<file path="config.mk">
export PLATFORM = sky130hd
export DESIGN_NAME = inst_encoder
export DESIGN_NICKNAME = d
export VERILOG_FILES = /design/src/rtl/inst_encoder_pkg.sv /design/src/rtl/inst_enc_fifo.sv /design/src/rtl/inst_encoder.sv
export SDC_FILE = /design/constraint.sdc
export NUM_CORES = 1
export LEC_CHECK = 0
export CELL_PAD_IN_SITES_DETAIL_PLACEMENT = 1
export CELL_PAD_IN_SITES_GLOBAL_PLACEMENT = 2
export CORE_MARGIN = 1.5
export CORE_UTILIZATION = 38
export DETAILED_ROUTE_END_ITERATION = 12
export PLACE_DENSITY_LB_ADDON = 0.1
export SKIP_LAST_GASP = 1
export SLEW_MARGIN = 40
export SYNTH_ARGS = -nofsm -noshare
export SYNTH_HDL_FRONTEND = slang
export SYNTH_SLANG_ARGS = --single-unit
</file>
<file path="constraint.sdc">
create_clock -name clk -period 3.4 [get_ports clk]
set_input_delay 0.68 -clock clk [delete_from_list [all_inputs] [get_ports clk]]
set_output_delay 0.68 -clock clk [all_outputs]
set_load 0.03 [all_outputs]
</file>
<file path="src/rtl/inst_encoder_pkg.sv">
// rtl/inst_encoder_pkg.sv - instruction formats, field layout and encode/legality helpers
package inst_encoder_pkg;

  typedef enum logic [1:0] {
    FMT_R = 2'd0,
    FMT_I = 2'd1,
    FMT_M = 2'd2,
    FMT_B = 2'd3
  } fmt_e;

  localparam int WORD_W   = 32;
  localparam int OPC_W    = 7;
  localparam int REG_W    = 5;
  localparam int IMM_W    = 10;
  localparam int OFF_W    = 20;
  localparam int LOW_W    = 15;

  localparam int OPC_LSB  = 25;
  localparam int DST_LSB  = 20;
  localparam int SRC1_LSB = 15;
  localparam int SRC2_LSB = 10;
  localparam int IMM_LSB  = 0;

  localparam logic [OPC_W-1:0] ILLEGAL_OPCODE = 7'h7F;

  // B reuses the dst slot for offset[19:15] so a branch gets a 20-bit displacement
  function automatic logic [WORD_W-1:0] encode(
    input fmt_e              f,
    input logic [OPC_W-1:0]  opcode,
    input logic [REG_W-1:0]  dst,
    input logic [REG_W-1:0]  src1,
    input logic [REG_W-1:0]  src2,
    input logic [IMM_W-1:0]  imm,
    input logic [OFF_W-1:0]  offset
  );
    logic [WORD_W-1:0] word;
    word = '0;
    word[OPC_LSB +: OPC_W]   = opcode;
    word[SRC1_LSB +: REG_W]  = src1;
    case (f)
      FMT_R: begin
        word[DST_LSB +: REG_W]  = dst;
        word[SRC2_LSB +: REG_W] = src2;
      end
      FMT_I: begin
        word[DST_LSB +: REG_W] = dst;
        word[IMM_LSB +: IMM_W] = imm;
      end
      FMT_M: begin
        word[DST_LSB +: REG_W] = dst;
        word[0 +: LOW_W]       = offset[LOW_W-1:0];
      end
      default: begin
        word[DST_LSB +: REG_W] = offset[OFF_W-1:LOW_W];
        word[0 +: LOW_W]       = offset[LOW_W-1:0];
      end
    endcase
    return word;
  endfunction

  function automatic logic is_illegal(
    input fmt_e              f,
    input logic [OPC_W-1:0]  opcode,
    input logic [REG_W-1:0]  src2,
    input logic [IMM_W-1:0]  imm
  );
    return (opcode == ILLEGAL_OPCODE) ||
           ((f == FMT_R) && (imm != '0)) ||
           ((f == FMT_I) && (src2 != '0));
  endfunction

endpackage

</file>
<file path="src/rtl/inst_enc_fifo.sv">
// rtl/inst_enc_fifo.sv - DEPTH x WIDTH synchronous FIFO with registered storage
module inst_enc_fifo #(
  parameter int DEPTH = 4,
  parameter int WIDTH = 32
) (
  input  logic             clk,
  input  logic             rst,
  input  logic             push,
  input  logic [WIDTH-1:0] wdata,
  input  logic             pop,
  output logic [WIDTH-1:0] rdata,
  output logic             full,
  output logic             empty
);

  localparam int AW = $clog2(DEPTH);

  logic [WIDTH-1:0] r_mem [DEPTH];
  logic [AW-1:0]    r_wptr;
  logic [AW-1:0]    r_rptr;
  logic [AW:0]      r_count;
  logic             w_push;
  logic             w_pop;

  // full is judged before any same-cycle pop, so a full FIFO never writes through
  assign w_push = push && !full;
  assign w_pop  = pop && !empty;
  assign full   = (r_count == (AW+1)'(DEPTH));
  assign empty  = (r_count == '0);
  assign rdata  = r_mem[r_rptr];

  always_ff @(posedge clk or negedge rst) begin
    if (!rst) begin
      for (int i = 0; i < DEPTH; i++) r_mem[i] <= '0;
      r_wptr  <= '0;
      r_rptr  <= '0;
      r_count <= '0;
    end else begin
      if (w_push) begin
        r_mem[r_wptr] <= wdata;
        r_wptr        <= r_wptr + AW'(1);
      end
      if (w_pop) r_rptr <= r_rptr + AW'(1);
      if (w_push && !w_pop)      r_count <= r_count + (AW+1)'(1);
      else if (w_pop && !w_push) r_count <= r_count - (AW+1)'(1);
    end
  end

endmodule

</file>
<file path="src/rtl/inst_encoder.sv">
// rtl/inst_encoder.sv - packs instruction descriptors into 32-bit words and streams them to imem
// Optional descriptor legality check enabled by INST_ENCODER_CHECK_EN.
module inst_encoder
  import inst_encoder_pkg::*;
#(
  parameter int DEPTH  = 4,
  parameter int ADDR_W = 10,
  parameter int CNT_W  = 16
) (
  input  logic              clk,
  input  logic              rst,
  input  logic              start,
  input  logic [ADDR_W-1:0] base_addr,
  input  logic              in_valid,
  output logic              in_ready,
  input  logic [1:0]        fmt,
  input  logic [6:0]        opcode,
  input  logic [4:0]        dst,
  input  logic [4:0]        src1,
  input  logic [4:0]        src2,
  input  logic [9:0]        imm,
  input  logic [19:0]       offset,
  output logic              imem_we,
  input  logic              imem_ready,
  output logic [ADDR_W-1:0] imem_addr,
  output logic [31:0]       imem_wdata,
  output logic [CNT_W-1:0]  wr_count,
  output logic [7:0]        err_count
);

  logic              w_full;
  logic              w_empty;
  logic              w_accept;
  logic              w_illegal;
  logic              w_push;
  logic              w_pop;
  logic [WORD_W-1:0] w_word;
  logic [ADDR_W-1:0] r_addr;
  logic [CNT_W-1:0]  r_wr_count;

  assign w_word   = encode(fmt_e'(fmt), opcode, dst, src1, src2, imm, offset);
  assign in_ready = !w_full;
  assign w_accept = in_valid && in_ready;
  assign w_push   = w_accept && !w_illegal;
  assign w_pop    = imem_we && imem_ready;
  assign imem_we  = !w_empty;

  inst_enc_fifo #(
    .DEPTH (DEPTH),
    .WIDTH (WORD_W)
  ) u_fifo (
    .clk   (clk),
    .rst   (rst),
    .push  (w_push),
    .wdata (w_word),
    .pop   (w_pop),
    .rdata (imem_wdata),
    .full  (w_full),
    .empty (w_empty)
  );

  // start outranks a coincident pop: that word lands at the old address and the bump is lost
  always_ff @(posedge clk or negedge rst) begin
    if (!rst) begin
      r_addr     <= '0;
      r_wr_count <= '0;
    end else if (start) begin
      r_addr     <= base_addr;
      r_wr_count <= '0;
    end else if (w_pop) begin
      r_addr <= r_addr + ADDR_W'(1);
      if (r_wr_count != '1) r_wr_count <= r_wr_count + CNT_W'(1);
    end
  end

  assign imem_addr = r_addr;
  assign wr_count  = r_wr_count;

`ifdef INST_ENCODER_CHECK_EN
  logic [7:0] r_err_count;

  assign w_illegal = is_illegal(fmt_e'(fmt), opcode, src2, imm);

  always_ff @(posedge clk or negedge rst) begin
    if (!rst) begin
      r_err_count <= '0;
    end else if (w_accept && w_illegal && (r_err_count != 8'hFF)) begin
      r_err_count <= r_err_count + 8'd1;
    end
  end

  assign err_count = r_err_count;
`else
  assign w_illegal = 1'b0;
  assign err_count = '0;
`endif

endmodule

</file>
---- After elaboration in Yosys (flattened, before gate mapping) ----
Index checks and enable logic that the tools add are counted.
operators by class
  equality and inequality tests ........... 4
  add/subtract/negate cells ............... 6
  order comparisons ....................... 3
  bitwise operators ....................... 2
  reductions and logical operators ........ 18
  muxes and demuxes ....................... 16
operator list
  kind                   count
  $bwmux 128             1
  $mux 32                3
  $bmux 32 s2            1
  $demux 32 s2           1
  $mux 16                3
  $mux 10                2
  $pmux 10 s2            1
  $add 16x1->16 const B  1
  $ne 16x16->1 const B   1
  $add 10x1->10 const B  1
  $pmux 5 s2             1
  $logic_and 1x1->1      7
  $ge 3x3->1 const B     2
  $mux 3                 2
  $not 2->3              2
  $reduce_bool 2->1      3
  $mux 5                 1
  $add 2x1->2 const B    2
  $logic_not 1->1        4
  $add 3x1->3 const B    1
  $eq 3x3->1 const B     1
  $logic_not 3->1        1
  $lt 3x1->1 const B     1
  $reduce_or 3->1        1
  5 further kinds        5
word-level totals
  output and inout bits ................... 68
  flip-flop bits (word level) ............. 161
  input port bits ......................... 69

---- Longest topological paths before layout ----
Gate-level depths: netlist of the first run.
  depth in word-level cells ............... 8
  depth in mapped cells ................... 10
  depth with buffers taken out ............ 9

---- By module ----
A second synthesis of the first run with hierarchy kept.
second synthesis, totals
  cells, all modules ...................... 536
  area, all modules ....................... 7698.6 um^2
by module, submodules not included
  module         cells each  area an instance (um^2)  sequential area each (um^2)  times used
  inst_enc_fifo  346         5960.7                   3378.2                       1
  inst_encoder   190         1737.9                   650.6                        1

---- Least setup slack after synthesis of the first run ----
OpenSTA, ideal clock, no wires.
  kind .................................... register to register
  start point ............................. register u_fifo.r_count[1]
  end point ............................... register u_fifo.r_count[1]
  slack ................................... 1.123 ns
  clock period less this slack ............ 2.277 ns
  required time ........................... 3.275 ns
  path buffers ............................ 1
  stages on the path, launching flop included .. 9
  arrival time ............................ 2.152 ns
  setup time .............................. 0.125 ns
  cell sequence ........................... dfrtp_1 > or3b_2 > buf_2 > nand2_1 > inv_1 > ha_1 > inv_1 > fa_1 > mux2_2
on the way
  word-level cells in the longest chain between the ends .. 7
  elaborated cells on any way between the ends .. 17
RTL lines
  what                                line                 RTL
  start: declaration                  inst_enc_fifo.sv:21  logic [AW:0] r_count;
  start signal: assignment            inst_enc_fifo.sv:44  if (w_push && !w_pop) r_count <= r_count + (AW+1)'(1);
  start signal: assignment            inst_enc_fifo.sv:45  else if (w_pop && !w_push) r_count <= r_count - (AW+1)'(1);
  $eq 3x3->1 (*)                      inst_enc_fifo.sv:28  assign full = (r_count == (AW+1)'(DEPTH));
  $logic_not 1->1 (*)                 inst_encoder.sv:42   assign in_ready = !w_full;
  via in_ready                        inst_encoder.sv:15   output logic in_ready,
  $logic_and 1x1->1                   inst_encoder.sv:43   assign w_accept = in_valid && in_ready;
  $logic_and 1x1->1 (*)               inst_enc_fifo.sv:26  assign w_push = push && !full;
  via u_fifo.w_push                   inst_enc_fifo.sv:22  logic w_push;
  $logic_not 1->1                     inst_enc_fifo.sv:45
  $logic_and 1x1->1                   inst_enc_fifo.sv:45
  $reduce_bool 2->1 (no source line)  -
Mark *: on every way through the listed nets, which the timed path passes. The rest lies on a longest branch. The select of a mux whose other input is x is not followed.
A chain may end at the register's enable or synchronous reset.

---- Worst setup path after layout of the first run ----
  start point ............................. register u_fifo.r_rptr[0]
  end point ............................... output port imem_wdata[8]
on the way
  word-level cells in the longest chain between the ends .. 4
RTL lines
  what                                        line                 RTL
  start: declaration                          inst_enc_fifo.sv:20  logic [AW-1:0] r_rptr;
  start signal: assignment                    inst_enc_fifo.sv:43  if (w_pop) r_rptr <= r_rptr + AW'(1);
  $not 2->3 (implied by the code)             inst_enc_fifo.sv:30  assign rdata = r_mem[r_rptr];
  $bmux 32 s2                                 inst_enc_fifo.sv:30
  $mux 32 (implied by the code) (2 in a row)  inst_enc_fifo.sv:30
  end: declaration                            inst_encoder.sv:26   output logic [31:0] imem_wdata,
No other way between the ends. The select of a mux whose other input is x is not followed.

==> metrics.yaml, run 1 <==
critical_path:
  cp_max_fo: 19
  crit_buf_inv: 2
  critical_path.top_delay_family: "buffers and inverters"
  worst_path_max_delay_cell: "clkdlybuf4s50_1"
  cp_cell_sequence: "buf_12 -> mux4_2 -> clkdlybuf4s50_1"
  criticalPathCategory: "reg -> out"
  endpoint_kind: "primary output"
  required_ns: 2.72
  crit_path_start_kind: "flop"
  slowest_delay_ns: 0.65
  arrival_ns: 2.48
place:
  preCtsSetupSlack_ns: 0.533
  io_buffers: 128
  hpwl_mm: 12.8
  place_congestion: 0.778
floorplanning:
  num_rows: 51
  die_w_um: 144
  die_y_um: 144
  die-area_um2: 20700
  start_util_pct: 38.7
  core_area_um2: 19500
  ioPinCount: 137
route:
  met3WireLength_um: 628
  wl_per_cell_um: 19.3
  vias: 5133
  drcViolationCount: 0
  viasPerCell: 5.23
  wl_mm: 18.9
  wirelength_met1_mm: 8.51
  maxUsedRoutingLayer: "met4"
  ant_nets: 0
  drtPass1Iterations: 4
  drtIter0Drc: 159
  wl_met2_mm: 9.54
layout:
  area_growth_pct: 29.4
  n_fill_cell: 2006
  layout_common_cells: "159 x dfrtp_1, 127 x clkdlybuf4s50_1, 93 x mux2_2"
  drive_gt1_share_pct: 26.5
  diodes: 0
  regArea_um2: 4030
  nNetsFinal: 780
  multiInputGateArea_um2: 3280
  final_common_cell: "dfrtp_1"
clocking:
  cts_tree: "yes"
  ctsResizeCount: 0
  numCtsBuffers: 17
  postCtsHoldBufs: 0
  htree_levels: 4
  root_buffer: "clkbuf_16"
  path_clk_slew_ns: 0.07
  clock_sinks: 161
  cts_setup_buffers: 0
  clkLatencyLatePin_ns: 0.44
  clockBufferDepth: 2
sta:
  fin_tns_setup_ns: 0
  fin_crit_sh_pct: 93.0
  setup_viol: 0
  clock_skew_ns: 0.0127
  clock.fmax_mhz: 316
  slew_headroom_pct: 46.3
  fin_ws_ns: 0.238
  hold_viol: 0
  worst_pin_slew_ns: 0.805
  slew_violations: 0
  fin_crit_ns: 3.16
  rsz0062_at_grt: "false"
synthesis:
  synth_cell_type_count: 42
  ys_seq_area_share_pct: 53.5
  yosys_warnings: 0
  synth_area_leaders: "dfrtp_1 53%, mux2_2 14%, mux4_2 9.6%"
  synth_edf_count: 0
  synthArstFlopShare_pct: 100
  synth_seq_cells: 161
  yosysTopAreaCell: "dfrtp_1"
  synth_top_flop_cell: "dfrtp_1"
  synthesis.area_um2: 7540
  synth_top_area_share_pct: 53.5
  avgSynthCellArea_um2: 13.1
  synth_cells: 574
power_and_ir_drop:
  ir_worst_vdd_mv: 0.378
  cellLeakagePower_uw: 0.00410
  p_per_area_nw_per_um2: 957
global_route:
  grt_usage_pct: 19.5
  grt_overflow: 0
  grt_pass1_vias: 5694
  grt_pass1_wl_mm: 30.6
  grt_max_degree: 82
  grt_antenna_before_repair: 0
job:
  max_cap_viol_count: 0
run_status:
  status: "completed"
worst_hold_path:
  hold_path.class: "in -> async"
## power by group
| group | internal [uW] | switching [uW] | leakage (uW) | total [uW] |
|---|---|---|---|---|
| sequential | 2720 | 530 | 0.00200 | 3250 |
| combinational | 2090 | 2020 | 0.00181 | 4120 |
| clock | 1110 | 854 | 0.000286 | 1960 |
## cell usage after synthesis (all sizes together) (2+ instances only)
library cell	n
dfrtp	161
mux2	94
nand2	60
o21ai	50
mux4	32
buf	26
clkbuf	17
a21oi	13
xnor2	13
a22o	10
nand3	10
nor2	10
inv	9
xor2	9
ha	7
mux2i	7
nor3	6
a22oi	5
nand4	5
nor4	5
a211oi	4
nor2b	4
and3	3
a311oi	2
a31oi	2
nand2b	2
## flip-flops by register name, indices dropped and copies added (netlist names)
register and count:
u_fifo.r_mem 128, u_fifo.r_rptr 2, imem_addr 10, wr_count 16, u_fifo.r_count 3, u_fifo.r_wptr 2
## metal layers
| layer | global-route usage, % | vias to the layer above |
|---|---|---|
| met5 | 0 | - |
| met1 | 25.2 | 2695 |
| met3 | 4.20 | 21 |
| met4 | 5.05 | 0 |
| met2 | 33.3 | 95 |
| li1 | - | 2322 |
## cells by family after synthesis
family | after synthesis | share of synthesized area (%)
buffers and inverters | 52 | 3.67
other | 1 | 0.0498
AO/OA/AOI/OAI | 88 | 6.94
multiplexers | 133 | 24.5
XOR/XNOR | 22 | 2.56
flip-flops | 161 | 53.5
AND/OR/NAND/NOR | 109 | 7.36
adder cells (fa/ha/maj) | 8 | 1.43
## final cells by class
cell class              instances  area share (%)
flip-flops and latches        161            41.3
multi-input cells             368            33.6
repair buffers                146            15.1
clock buffers                  18            4.40
well taps                     265            3.40
clock inverters                14            1.72
inverters                       9           0.372
## through the flow
step	total power (uW)	std cells	area, um2	util [%]	hold slack (ns)
6_report	9330	981	9750	50.1	0.0935
3_5_place_dp	7450	948	9110	46.8	0.470
3_3_place_gp	7270	948	9100	46.8	0.458
5_1_grt	9870	981	9750	50.1	0.0864
4_1_cts	9460	980	9710	49.9	0.310
2_1_floorplan	5900	581	7560	-	0.384
## path summary, 6_finish.rpt
kind	from	to	slack, ns	cells after the start
hold reg to reg	u_fifo.r_mem[21]	u_fifo.r_mem[21]	0.48	2
min in group clk	u_fifo.r_mem[21]	u_fifo.r_mem[21]	0.48	2
max in group asynchronous	rst	u_fifo.r_wptr[1]	2.42	3
hold / removal	rst	u_fifo.r_mem[53]	0.09	1
setup reg to reg	u_fifo.r_count[0]	u_fifo.r_count[1]	0.99	7
setup / recovery	u_fifo.r_rptr[0]	imem_wdata[8]	0.24	3
No activity file was read; power rests on OpenSTA's default activity.
==> run 2: changes to the inputs <==
Settings changed: CAP_MARGIN set to 5, MAX_ROUTING_LAYER set to met4.
==> run 2 against run 1 <==
  * Hold slack improved by 0.18 ns
  * First-iteration DRC count fell by 7.5%
  * Critical path depth did not move
  * Die area did not move
  * Count of clock-buffer cells in the layout did not move
  * Global-route usage rose by 0.57 points
  * Combinational power barely moved
  * Cell count fell by 0.10%
  * Critical endpoint unchanged
  * Largest cell class unchanged
  * Highest routed layer unchanged
==> metrics.yaml, run 2 (synthesized netlist as in run 1, its figures left out) <==
run_status:
  status: "completed"
clocking:
  cts_setup_buffers: 0
  path_clk_slew_ns: 0.07
  htree_levels: 4
  clockBufferDepth: 2
  numCtsBuffers: 17
  root_buffer: "clkbuf_16"
  clkLatencyLatePin_ns: 0.43
  clock_sinks: 161
  cts_tree: "yes"
  postCtsHoldBufs: 0
  ctsResizeCount: 0
layout:
  final_common_cell: "dfrtp_1"
  largest_reg_flops: 128
  largest-register: "u_fifo.r_mem"
  nNetsFinal: 779
  diodes: 0
  postLayoutCellArea_um2: 9730
  n_fill_cell: 2007
  layout_common_cells: "159 x dfrtp_1, 127 x clkdlybuf4s50_1, 93 x mux2_2"
  area_growth_pct: 29.1
  drive_gt1_share_pct: 26.4
job:
  max_cap_viol_count: 0
global_route:
  grt_antenna_before_repair: 0
  grt_max_degree: 82
  grt_overflow: 0
  grt_pass1_vias: 5692
  grt_usage_pct: 20.1
  grt_pass1_wl_mm: 30.6
route:
  ant_nets: 0
  wl_mm: 18.8
  wl_per_cell_um: 19.2
  vias: 5105
  viasPerCell: 5.21
  drcViolationCount: 0
  drtIter0Drc: 147
  drtPass1Iterations: 4
power_and_ir_drop:
  cellLeakagePower_uw: 0.00409
  ir_worst_vdd_mv: 0.373
  p_per_area_nw_per_um2: 959
place:
  hpwl_mm: 12.8
  place_congestion: 0.789
  io_buffers: 128
  dpl_cell_area_um2: 9110
floorplanning:
  die_y_um: 144
  num_rows: 51
  ioPinCount: 137
  core_area_um2: 19500
  start_util_pct: 38.7
  die-area_um2: 20700
  die_w_um: 144
worst_hold_path:
  hold_path.class: "in -> async"
critical_path:
  endpoint_kind: "primary output"
  cp_cell_sequence: "buf_12 -> mux4_2 -> clkdlybuf4s50_1"
  crit_path_start_kind: "flop"
  required_ns: 2.72
  worst_path_max_delay_cell: "clkdlybuf4s50_1"
  arrival_ns: 2.47
  criticalPathCategory: "reg -> out"
  reg2reg_slack_ns: 0.99
  slowest_delay_ns: 0.65
  cp_max_fo: 19
sta:
  clock_skew_ns: 0.0136
  clock.fmax_mhz: 317
  fin_crit_ns: 3.15
  slew_headroom_pct: 46.1
  worst_pin_slew_ns: 0.807
  fin_tns_setup_ns: 0
  hold_viol: 0
  rsz0062_at_grt: "false"
  setup_viol: 0
  fin_crit_sh_pct: 92.7
  slew_violations: 0
run 2: routing by layer:
metal	up-vias	global-route usage, %	part of all wire [%]
li1	2315	-	-
met1	2679	25.3	45
met2	94	33.3	51
met3	17	3.43	2.9
met4	0	6.02	1.2
met5	-	-	0
run 2: worst max-delay path: cells and delay by family (launching register included):
family	cells	cell delay, ns
buf+inv	2	0.91
flops	1	0.59
mux	1	0.54
run 2: final timing paths:
check	start	end	depth (start not counted)
worst max-delay path	u_fifo.r_rptr[0]	imem_wdata[8]	3
worst min-delay path	rst	u_fifo.r_mem[53]	1
worst max register to register	u_fifo.r_count[0]	u_fifo.r_count[1]	7
worst min register to register	u_fifo.r_mem[10]	u_fifo.r_mem[10]	2
max in group asynchronous	rst	u_fifo.r_wptr[1]	2
min in group clk	u_fifo.r_mem[10]	u_fifo.r_mem[10]	2
run 2: area by class of cell:
type	instances	area, um2	share of cell area, %
inverters	9	36.3	0.373
well taps	265	332	3.41
flip-flops and latches	161	4030	41.4
clock buffers	18	429	4.41
clock inverters	14	168	1.72
multi-input cells	368	3280	33.7
repair buffers	145	1450	14.9
run 2: stage by stage:
stage / total power, uW / hold slack (ns) / instances / setup slack, ns / utilization, %
6_report: 9330 / 0.272 / 980 / 0.249 / 50.0
5_1_grt: 9860 / 0.306 / 980 / 0.120 / 50.0
4_1_cts: 9460 / 0.310 / 980 / 0.182 / 49.9
3_5_place_dp: 7450 / 0.470 / 948 / 0.533 / 46.8
3_3_place_gp: 7270 / 0.458 / 948 / 0.586 / 46.8
2_1_floorplan: 5900 / 0.384 / 581 / 1.12 / -
run 2: power breakdown:
| part | leakage (uW) | total (uW) | switching [uW] | internal [uW] |
|---|---|---|---|---|
| combinational | 0.00180 | 4110 | 2020 | 2090 |
| clock | 0.000286 | 1960 | 853 | 1110 |
| sequential | 0.00200 | 3250 | 528 | 2720 |
| total | 0.00409 | 9330 | 3410 | 5920 |
==> run 3: changes to the inputs <==
Settings changed: CORE_ASPECT_RATIO set to 0.5, CORE_UTILIZATION 38 to 36.
Clock period 3.4 ns to 3 ns, I/O delays scaled along.
==> run 3 against run 2 <==
  * Critical path depth did not move
  * Via count fell by 1.5%
  * Sequential power rose by 11%
  * Cell count rose by 0.61%
  * Clock skew fell by 0.0070 ns
  * Clock power rose by 17%
  * Hold slack got worse by 0.10 ns
  * Non-clock buffer count did not move
  * Register-to-register slack got worse by 0.39 ns
  * Largest power group unchanged
  * First-iteration DRC count fell by 14%
  * Critical path type unchanged
  * Worst setup slack got worse by 0.077 ns
==> metrics.yaml, run 3 (synthesized netlist as in run 1, its figures left out) <==
layout:
  area_growth_pct: 29.9
  postLayoutCellArea_um2: 9790
  nNetsFinal: 779
  final_common_cell: "dfrtp_1"
  largest-register: "u_fifo.r_mem"
  n_fill_cell: 2138
  layout_common_cells: "159 x dfrtp_1, 125 x clkdlybuf4s50_1, 93 x mux2_2"
  drive_gt1_share_pct: 26.1
  largest_reg_flops: 128
  diodes: 0
run_status:
  status: "completed"
clocking:
  clock_sinks: 161
  clockBufferDepth: 2
  htree_levels: 4
  path_clk_slew_ns: 0.06
  clkLatencyLatePin_ns: 0.42
  numCtsBuffers: 17
  cts_tree: "yes"
  root_buffer: "clkbuf_16"
  cts_setup_buffers: 0
critical_path:
  worstSetupStartpoint: "u_fifo.r_rptr[0]"
  timing.rr.end: "u_fifo.r_count[1]"
  reg2reg_from: "u_fifo.r_count[1]"
  cp_max_fo: 15
  required_ns: 2.40
  arrival_ns: 2.23
  reg2reg_slack_ns: 0.60
  endpoint_kind: "primary output"
  reg2regPathDepth: 7
  crit_path_start_kind: "flop"
  criticalPathCategory: "reg -> out"
global_route:
  use_met2_pct: 29.3
  grt_usage_pct: 18.4
  grt.busiest_layer: "met2"
  grt_overflow: 0
  use_met1_pct: 23.2
  grt_max_degree: 68
  met3_usage_pct: 4.68
  grt_pass1_wl_mm: 30.1
  grt_pass1_vias: 5534
  grt_antenna_before_repair: 0
route:
  drtIter0Drc: 127
  wl_per_cell_um: 18.4
  drcViolationCount: 0
  drtPass1Iterations: 5
  ant_nets: 0
  vias: 5027
  wl_mm: 18.1
  viasPerCell: 5.10
floorplanning:
  die_w_um: 208
  die-area_um2: 21900
  die_y_um: 105
  ioPinCount: 137
  core_area_um2: 20600
  start_util_pct: 36.7
  num_rows: 37
sta:
  slew_violations: 0
  fin_crit_ns: 2.83
  clock_skew_ns: 0.00662
  clock.fmax_mhz: 354
  hold_viol: 0
  fin_tns_setup_ns: 0
  worst_pin_slew_ns: 0.667
  slew_headroom_pct: 55.5
  rsz0062_at_grt: "false"
  setup_viol: 0
  fin_crit_sh_pct: 94.3
power_and_ir_drop:
  cellLeakagePower_uw: 0.00415
  p_comb_share_pct: 44.1
  power_switching_uw: 3660
  clkPwrFrac_pct: 21.8
  p_per_area_nw_per_um2: 1080
  p_sw_share_pct: 34.7
  p_int_uw: 6900
  ir_worst_vdd_mv: 0.393
  seqPwrFrac_pct: 34.2
job:
  max_cap_viol_count: 0
worst_hold_path:
  hold_path.class: "in -> async"
place:
  place_congestion: 0.722
  hpwl_mm: 12.1
  dpl_cell_area_um2: 9160
  io_buffers: 128
## run 3: changes by cell type in the layout (fill, tap and decap cells not counted), sizes merged, moves of 2 or more
cell           delta
clkdlybuf4s50     -2
clkbuf            +2
dlymetal6s2s      +2
bufinv            +2
inv               -5
## run 3: layout make-up
type / count / area (um2) / area share, %
clock buffers: 21 / 460 / 4.70
clock inverters: 9 / 155 / 1.58
inverters: 9 / 36.3 / 0.371
multi-input cells: 368 / 3260 / 33.3
flip-flops and latches: 161 / 4030 / 41.2
well taps: 273 / 342 / 3.49
repair buffers: 145 / 1510 / 15.4
## run 3: how the worst max path moves through the flow
| stage | end | slack, ns | depth (start not counted) |
|---|---|---|---|
| final | imem_wdata[0] | 0.17 | 3 |
| after global routing | imem_wdata[0] | 0.08 | 3 |
| after CTS | imem_wdata[26] | 0.008 | 3 |
| after floorplan | u_fifo.r_count[1] | 0.72 | 8 |
| after global placement | wr_count[9] | 0.43 | 6 |
| after detailed placement | u_fifo.r_count[2] | 0.39 | 9 |
## run 3: repair_timing
action / in CTS / in global routing
setup endpoints to repair: 0 / 3
resized for setup: 0 / 3
hold buffers: 0 / 0
## run 3: per-layer routing
layer / vias up / part of all wire [%]
li1: 2328 / -
met4: 0 / 1.3
met3: 17 / 4.2
met1: 2593 / 46
met5: - / 0
met2: 89 / 49
## run 3: power groups by stage
| stage | combinational, uW | sequential, uW | clock (uW) |
|---|---|---|---|
| 6_report | 4650 | 3610 | 2300 |
| 5_1_grt | 5000 | 3730 | 2460 |
| 4_1_cts | 4760 | 3610 | 2390 |
| 3_5_place_dp | 4740 | 3650 | 0 |
| 3_3_place_gp | 4660 | 3600 | 0 |
| 2_1_floorplan | 3200 | 3480 | 0 |
## run 3: worst max-delay path, cell delays in order (launching register included)
cell and delay, ns:
dfrtp_2 0.39, buf_6 0.25, mux4_2 0.56, clkdlybuf4s50_1 0.61
## run 3: per-stage QoR
| stage | hold WS (ns) | total power, uW | instances | utilization [%] | setup WS (ns) |
|---|---|---|---|---|---|
| floorplan | 0.304 | 6680 | 581 | - | 0.723 |
| global placement | 0.458 | 8260 | 956 | 44.6 | 0.432 |
| detailed placement | 0.469 | 8390 | 956 | 44.6 | 0.386 |
| CTS | 0.186 | 10800 | 986 | 47.6 | 0.00809 |
| global route | 0.211 | 11200 | 986 | 47.6 | 0.0833 |
| finish | 0.169 | 10600 | 986 | 47.6 | 0.172 |
